**config.mk**
```make
export PLATFORM = sky130hd
export DESIGN_NAME = dffre_pipe_bank
export DESIGN_NICKNAME = d
export VERILOG_FILES = /design/src/rtl/dffre_pipe_pkg.sv /design/src/rtl/dffre_stage.sv /design/src/rtl/dffre_pipe_bank.sv
export SDC_FILE = /design/constraint.sdc
export NUM_CORES = 1
export LEC_CHECK = 0
export CORE_MARGIN = 1
export CORE_UTILIZATION = 45
export DETAILED_ROUTE_END_ITERATION = 6
export PLACE_DENSITY = 0.69
export RECOVER_POWER = 25
export SYNTH_ARGS = -nofsm -noshare
export SYNTH_HDL_FRONTEND = slang
export SYNTH_SLANG_ARGS = --single-unit
export TNS_END_PERCENT = 30
```
**constraint.sdc**
```tcl
create_clock -name clk -period 2.2 [get_ports clk]
set_input_delay 0.33 -clock clk [delete_from_list [all_inputs] [get_ports clk]]
set_output_delay 0.33 -clock clk [all_outputs]
set_load 0.01 [all_outputs]
```
**src/rtl/dffre_pipe_pkg.sv**
```systemverilog
// Shared types and sizing helpers for the dffre_pipe_bank register chain.
// Mode encoding matches the i_Mode pin values directly.
package dffre_pipe_pkg;

  typedef enum logic [1:0] {
    MODE_SHIFT  = 2'b00,
    MODE_ROTATE = 2'b01,
    MODE_FLUSH  = 2'b10,
    MODE_RSVD   = 2'b11
  } mode_t;

  // Width needed to hold an occupancy count in the range 0..depth inclusive.
  function automatic int count_width(input int depth);
    return $clog2(depth + 1);
  endfunction

endpackage

```
**src/rtl/dffre_stage.sv**
```systemverilog
// One pipeline stage: a WIDTH-bit data register plus its valid bit, sharing
// a synchronous active-high reset (highest priority) and a clock enable.
module dffre_stage #(
  parameter int               WIDTH     = 8,
  parameter logic [WIDTH-1:0] RESET_VAL = '0
) (
  input  logic             clk,
  input  logic             i_Reset,
  input  logic             i_Enable,
  input  logic [WIDTH-1:0] i_D,
  input  logic             i_Valid,
  output logic [WIDTH-1:0] o_Q,
  output logic             o_Valid
);

  always_ff @(posedge clk) begin
    if (i_Reset) begin
      o_Q     <= RESET_VAL;
      o_Valid <= 1'b0;
    end else if (i_Enable) begin
      o_Q     <= i_D;
      o_Valid <= i_Valid;
    end
  end

endmodule

```
**src/rtl/dffre_pipe_bank.sv**
```systemverilog
// DEPTH-stage enabled register pipeline with per-stage valid bits, an
// occupancy counter and SHIFT / ROTATE / FLUSH modes; mode 2'b11 holds.
module dffre_pipe_bank
  import dffre_pipe_pkg::*;
#(
  parameter int               WIDTH     = 8,
  parameter int               DEPTH     = 4,
  parameter logic [WIDTH-1:0] RESET_VAL = '0
) (
  input  logic                          clk,
  input  logic                          i_Reset,
  input  logic                          i_Enable,
  input  logic [1:0]                    i_Mode,
  input  logic [WIDTH-1:0]              i_D,
  input  logic                          i_Valid,
  output logic [WIDTH-1:0]              o_Q,
  output logic                          o_Valid,
  output logic [count_width(DEPTH)-1:0] o_Count,
  output logic                          o_Full,
  output logic                          o_Empty
);

  localparam int            CW      = count_width(DEPTH);
  localparam logic [CW-1:0] DEPTH_C = CW'(DEPTH);

  mode_t            mode;
  logic             stage_en;
  logic [WIDTH-1:0] s     [DEPTH];
  logic             v     [DEPTH];
  logic [WIDTH-1:0] d_in  [DEPTH];
  logic             v_in  [DEPTH];
  logic [WIDTH-1:0] head_d;
  logic             head_v;
  logic [CW-1:0]    cnt;
  logic [CW-1:0]    cnt_nxt;

  assign mode     = mode_t'(i_Mode);
  // The reserved mode gates the whole chain exactly like a low enable.
  assign stage_en = i_Enable && (mode != MODE_RSVD);

  // Source for stage 0; every other stage always takes its predecessor.
  always_comb begin
    head_d = RESET_VAL;
    head_v = 1'b0;
    case (mode)
      MODE_SHIFT: begin
        head_d = i_D;
        head_v = i_Valid;
      end
      MODE_ROTATE: begin
        head_d = s[DEPTH-1];
        head_v = v[DEPTH-1];
      end
      default: begin
        head_d = RESET_VAL;
        head_v = 1'b0;
      end
    endcase
  end

  for (genvar k = 0; k < DEPTH; k++) begin : g_stage
    if (k == 0) begin : g_head
      assign d_in[k] = head_d;
      assign v_in[k] = head_v;
    end else begin : g_body
      assign d_in[k] = s[k-1];
      assign v_in[k] = v[k-1];
    end

    dffre_stage #(
      .WIDTH     (WIDTH),
      .RESET_VAL (RESET_VAL)
    ) u_stage (
      .clk      (clk),
      .i_Reset  (i_Reset),
      .i_Enable (stage_en),
      .i_D      (d_in[k]),
      .i_Valid  (v_in[k]),
      .o_Q      (s[k]),
      .o_Valid  (v[k])
    );
  end

  // Modular CW-bit arithmetic: a transient +1 overflow is undone by the -1.
  always_comb begin
    cnt_nxt = cnt;
    case (mode)
      MODE_SHIFT: cnt_nxt = cnt + CW'(i_Valid) - CW'(v[DEPTH-1]);
      MODE_FLUSH: cnt_nxt = cnt - CW'(v[DEPTH-1]);
      default:    cnt_nxt = cnt;
    endcase
  end

  always_ff @(posedge clk) begin
    if (i_Reset) begin
      cnt <= '0;
    end else if (stage_en) begin
      cnt <= cnt_nxt;
    end
  end

  assign o_Q     = s[DEPTH-1];
  assign o_Valid = v[DEPTH-1];
  assign o_Count = cnt;
  assign o_Full  = (cnt == DEPTH_C);
  assign o_Empty = (cnt == '0);

endmodule

```
; ---- Word level (Yosys, flattened, before mapping)
; Index checks and enable logic that the tools add are counted.
[word_totals]
register_bits = 39
in_bits = 14
out_inout_bits = 14
[classes]
addsub = 3
n_eq_ne = 4
mux = 3
reduce_logical = 5
[ops]
columns = cell, n
row1 = $pmux 8 s2, 1
row2 = $pmux 3 s2, 1
row3 = $sub 3x1->3, 2
row4 = $add 3x1->3, 1
row5 = $eq 3x3->1 const B, 1
row6 = $logic_not 3->1, 1
row7 = $eq 2x1->1 const B, 1
row8 = $eq 2x2->1 const B, 1
row9 = $logic_not 2->1, 1
row10 = $ne 2x2->1 const B, 1
row11 = $pmux 1 s2, 1
row12 = $reduce_and 2->1, 1
row13 = $reduce_bool 2->1, 1
row14 = $logic_and 1x1->1, 1

; ---- Longest topological paths before layout
[depth]
depth_word = 3
mapped_depth = 8
depth_no_buf = 8

; ---- Cells and area by module
; Synthesis repeated with hierarchy kept, for this count alone.
[hier_totals]
cells_unflattened = 166
area_unflattened_um2 = 1697.9
[by_module_without_submodules]
columns = mod, n_inst, cells_each, area_per_inst_um2
row1 = dffre_stage, 4, 29, 319.1
row2 = dffre_pipe_bank, 1, 50, 421.7

; ---- Worst setup path after synthesis
; OpenSTA, ideal clock, no wires.
[synth_path]
kind = reg-to-reg
startpoint = reg cnt[0], in the netlist o_Count[0]
endpoint = reg cnt[2], in the netlist o_Count[2]
setup_ns = 0.074
arrival_ns = 1.722
path_slack_ns = 0.404
stages_incl_launch_ff = 9
path_cell_list = dfxtp_1 > inv_1 > ha_1 > inv_1 > ha_1 > fa_1 > xnor3_1 > nand3b_1 > a31oi_1
[synth_between]
elab_chain_len = 3
word_cells_on_any_way = 4
cone_classes = 3 x add/sub / 1 x mux
[synth_lines]
columns = item, line
row1 = "start, declared", dffre_pipe_bank.sv:34  ; logic [CW-1:0] cnt;
row2 = "start signal, assigned", dffre_pipe_bank.sv:98  ; cnt <= cnt_nxt;
row3 = $add 3x1->3, dffre_pipe_bank.sv:88  ; MODE_SHIFT: cnt_nxt = cnt + CW'(i_Valid) - CW'(v[DEPTH-1]);
row4 = $sub 3x1->3, dffre_pipe_bank.sv:88
row5 = $pmux 3 s2 (*), dffre_pipe_bank.sv:87  ; case (mode)
; Mark *: on every way between the ends. The rest lies on a longest branch, timed or not.
; A chain may end at the register's enable or synchronous reset.

; ---- Worst setup path in the final report
[layout_path]
startpoint = in i_Mode[0]
endpoint = reg g_stage[0].u_stage.o_Valid
[layout_between]
elab_chain_len = 2
word_cells_on_any_way = 5
cone_classes = 2 x eq/ne / 1 x mux / 2 x reduce/logical
[layout_lines]
columns = item, line
row1 = "start, declared", dffre_pipe_bank.sv:13  ; input logic [1:0] i_Mode,
row2 = "$eq 2x1->1, or another cell as far along", dffre_pipe_bank.sv:45  ; case (mode)
row3 = $pmux 1 s2 or $logic_and 1x1->1 (tied branches), "dffre_pipe_bank.sv:45, dffre_pipe_bank.sv:39"
row4 = "end signal, assigned", dffre_stage.sv:22  ; o_Valid <= i_Valid;
row5 = "end, declared", dffre_stage.sv:13  ; output logic o_Valid
; Several ways; a longest one is shown, not always the timed one.

==> impl_metrics.ini <==
[outcome]
status = finished clean

[setup_path]
arrival_ps = 2220
r2r.worst_path.cells = 8
cpMaxStageDelayCell = clkbuf_1
cp-start-kind = primary input
r2r_slack_ps = 280
cp_num_buf_inv = 3
slowest_delay_ps = 510
cpLargestDelayFamily = buffers and inverters
crit_type = primary input to flop
worst-path-max-fanout = 16
cp.required_ps = 2410
r2r_start = o_Count[0]$_SDFFE_PP0P_
worstReg2RegEnd = o_Count[2]$_SDFFE_PP0P_
crit_chain = clkdlybuf4s50_1 -> clkbuf_2 -> a21bo_1 -> clkbuf_1 -> a22oi_1 -> nor2_1
end_kind = flop

[floorplanning]
die_w_um = 63.3
ios = 28
initial_core_util = 0.488
rows = 21
core_area_mm2 = 0.00347
dieHeight_um = 63.3
die-area_mm2 = 0.00401

[route]
drc = 0
wl_per_cell_um = 12.4
first_pass_iters = 4
num_vias = 1363
routed_via_density = 5.18
drt_iter0_markers = 65
ant_nets = 0
wl_um = 3270

[pwr]
comb_power_share = 0.105
powerDensity_mw_per_mm2 = 681
seq_power_share = 0.510
power.leakage_nw = 0.750
clock_power_share = 0.385
p_switching_mw = 0.298
sw_frac_of_total = 0.210
peakVddDrop_uv = 562
internal-power_mw = 1.12

[clock_tree]
path_clk_slew_ps = 70
clock-sinks = 39
numCtsBuffers = 5
cts_setup_buffers = 0
ctsResizeCount = 0
cts_max_level = 2
cts_root_buffer = clkbuf_8
cts_max_path_buffers = 2
clock_latency_ps = 270
cts_hold_buffers = 0
cts_tree = built

[synth]
synthArstFlopShare = 0
yosysTopAreaCell = dfxtp_1
syn_area_mm2 = 0.00169
synth_area_per_cell_um2 = 8.95
synth-edff-count = 0
yosys-top-cells-count = nand2_1, dfxtp_1, a21oi_1, nor2_1
synth-seq-cells = 39
yosysMostFrequentCell = nand2_1
yosys-top-cells-area = dfxtp_1, nand2_1, a21oi_1
yosysSeqAreaShare = 0.462
syn-num-nets = 208
synth-warning-count = 0
synth_top_area_frac = 0.462
syn_inst = 189
ys.flop_type = dfxtp_1
synth.distinct_cells = 28

[sta]
rsz0062_at_grt = no
fin_crit_ps = 2020
tightest_slew_ps = 655
setup_viol_count_final = 0
skew_ps = 3.04
timing.final.crit_share = 0.916
fin_setup_tns_ps = 0
finalMaxSlewViolations = 0
fmax_ghz = 0.496
finalHoldViolCount = 0
slew_headroom = 0.563

[global_routing]
grt_pass1_wl_um = 5460
grt_max_degree = 40
grtUsageTotal = 0.170
grt-ovfl-total = 0
first_global_vias = 1286
antenna_found_initial = 0

[placement]
place_hpwl_um = 2270
gp_congestion = 0.811
dpl.cell_count = 256
numPortBuffers = 27

[finish]
antennaDiodeCount = 0
final_cell_count_no_fill = 263
drive_above_1_share = 0.101
areaGrowthSynthToFinish_pct = 23.2
nets = 236
fillers = 328

[hold_path]
min_from = g_stage[2].u_stage.o_Q[5]$_SDFFE_PP0P_
min_path_type = flop to flop
holdPathEnd = g_stage[3].u_stage.o_Q[5]$_SDFFE_PP0P_
min_path_cells = 2

[run]
cap_violations = 0
-- cells in the final DEF (no fill, tap or decap), types with 2 or more instances in the layout --
cell type and count:
ha_1 4, a21oi_1 28, nand2b_1 2, clkbuf_8 5, nand2_1 54, buf_4 4, clkbuf_1 2, a21bo_1 2
clkdlybuf4s50_1 27, a22oi_1 6, mux2_1 4, inv_1 4, a211oi_1 2, dfxtp_1 39, nor2_1 11, a22oi_2 3
mux2_2 5
-- cells by family (layout without fill, tap and decap cells) --
family,count (synthesis),after routing,synth area share
simple gates,74,74,0.184
compound gates,43,43,0.167
flops,39,39,0.462
buf+inv,17,45,0.0666
mux,10,10,0.0658
fa+ha+maj,5,5,0.0414
xor+xnor,1,1,0.0133
-- state kept, by name, summed over array words and instances, names as in the netlist --
name                     flops
g_stage.u_stage.o_Valid      4
o_Count                      3
g_stage.u_stage.o_Q         32
-- through the flow --
step | setup slack [ps] | util | power (mW) | area (um2) | hold WS, ps
3_5_place_dp | 269 | 0.573 | 0.891 | 1990 | 447
2_1_floorplan | 404 | - | 0.836 | 1690 | 432
6_report | 184 | 0.601 | 1.42 | 2080 | 454
5_1_grt | 76.9 | 0.601 | 1.47 | 2080 | 476
3_3_place_gp | 371 | 0.573 | 0.885 | 1990 | 435
4_1_cts | 272 | 0.602 | 1.44 | 2090 | 456
-- per-layer routing --
metal,wire [um],share of wire,GRT usage
met1,1410,0.43,0.191
met2,1710,0.52,0.315
met3,132,0.040,0.0435
met4,14,0.0043,0.0455
met5,0,0,0
-- how the worst max path moves through the flow --
stage	start	endpoint	slack, ps	cells past startpoint
after floorplan	o_Count[0]$_SDFFE_PP0P_	o_Count[2]$_SDFFE_PP0P_	400	8
after global placement	i_Valid	o_Count[2]$_SDFFE_PP0P_	370	6
after detailed placement	i_Valid	o_Count[2]$_SDFFE_PP0P_	270	6
after CTS	o_Count[0]$_SDFFE_PP0P_	o_Count[2]$_SDFFE_PP0P_	270	8
after global routing	i_Mode[0]	g_stage[0].u_stage.o_Valid$_SDFFE_PP0P_	80	6
final	i_Mode[0]	g_stage[0].u_stage.o_Valid$_SDFFE_PP0P_	180	6
-- worst reg2reg max path, stage by stage (launching register included) --
cell and delay, ps:
dfxtp_1 380, inv_1 100, ha_1 280, inv_1 50, ha_1 200, fa_1 380
xnor3_1 210, nand3b_1 70, a31oi_1 180
-- area by class of cell --
| class | count | area (um2) | area share |
|---|---|---|---|
| multi-input cells | 133 | 798 | 0.383 |
| repair buffers | 34 | 329 | 0.158 |
| well taps | 46 | 57.6 | 0.0276 |
| inverters | 4 | 15.0 | 0.00721 |
| flip-flops and latches | 39 | 781 | 0.375 |
| clock inverters | 1 | 30.0 | 0.0144 |
| clock buffers | 6 | 72.6 | 0.0348 |
-- power by group through the flow --
stage	combinational, mW	clock (mW)	sequential, mW
floorplan	0.0960	0	0.740
global placement	0.146	0	0.739
detailed placement	0.151	0	0.740
CTS	0.151	0.565	0.724
global route	0.162	0.585	0.725
finish	0.149	0.546	0.724
(Power assumes the default switching activity.)
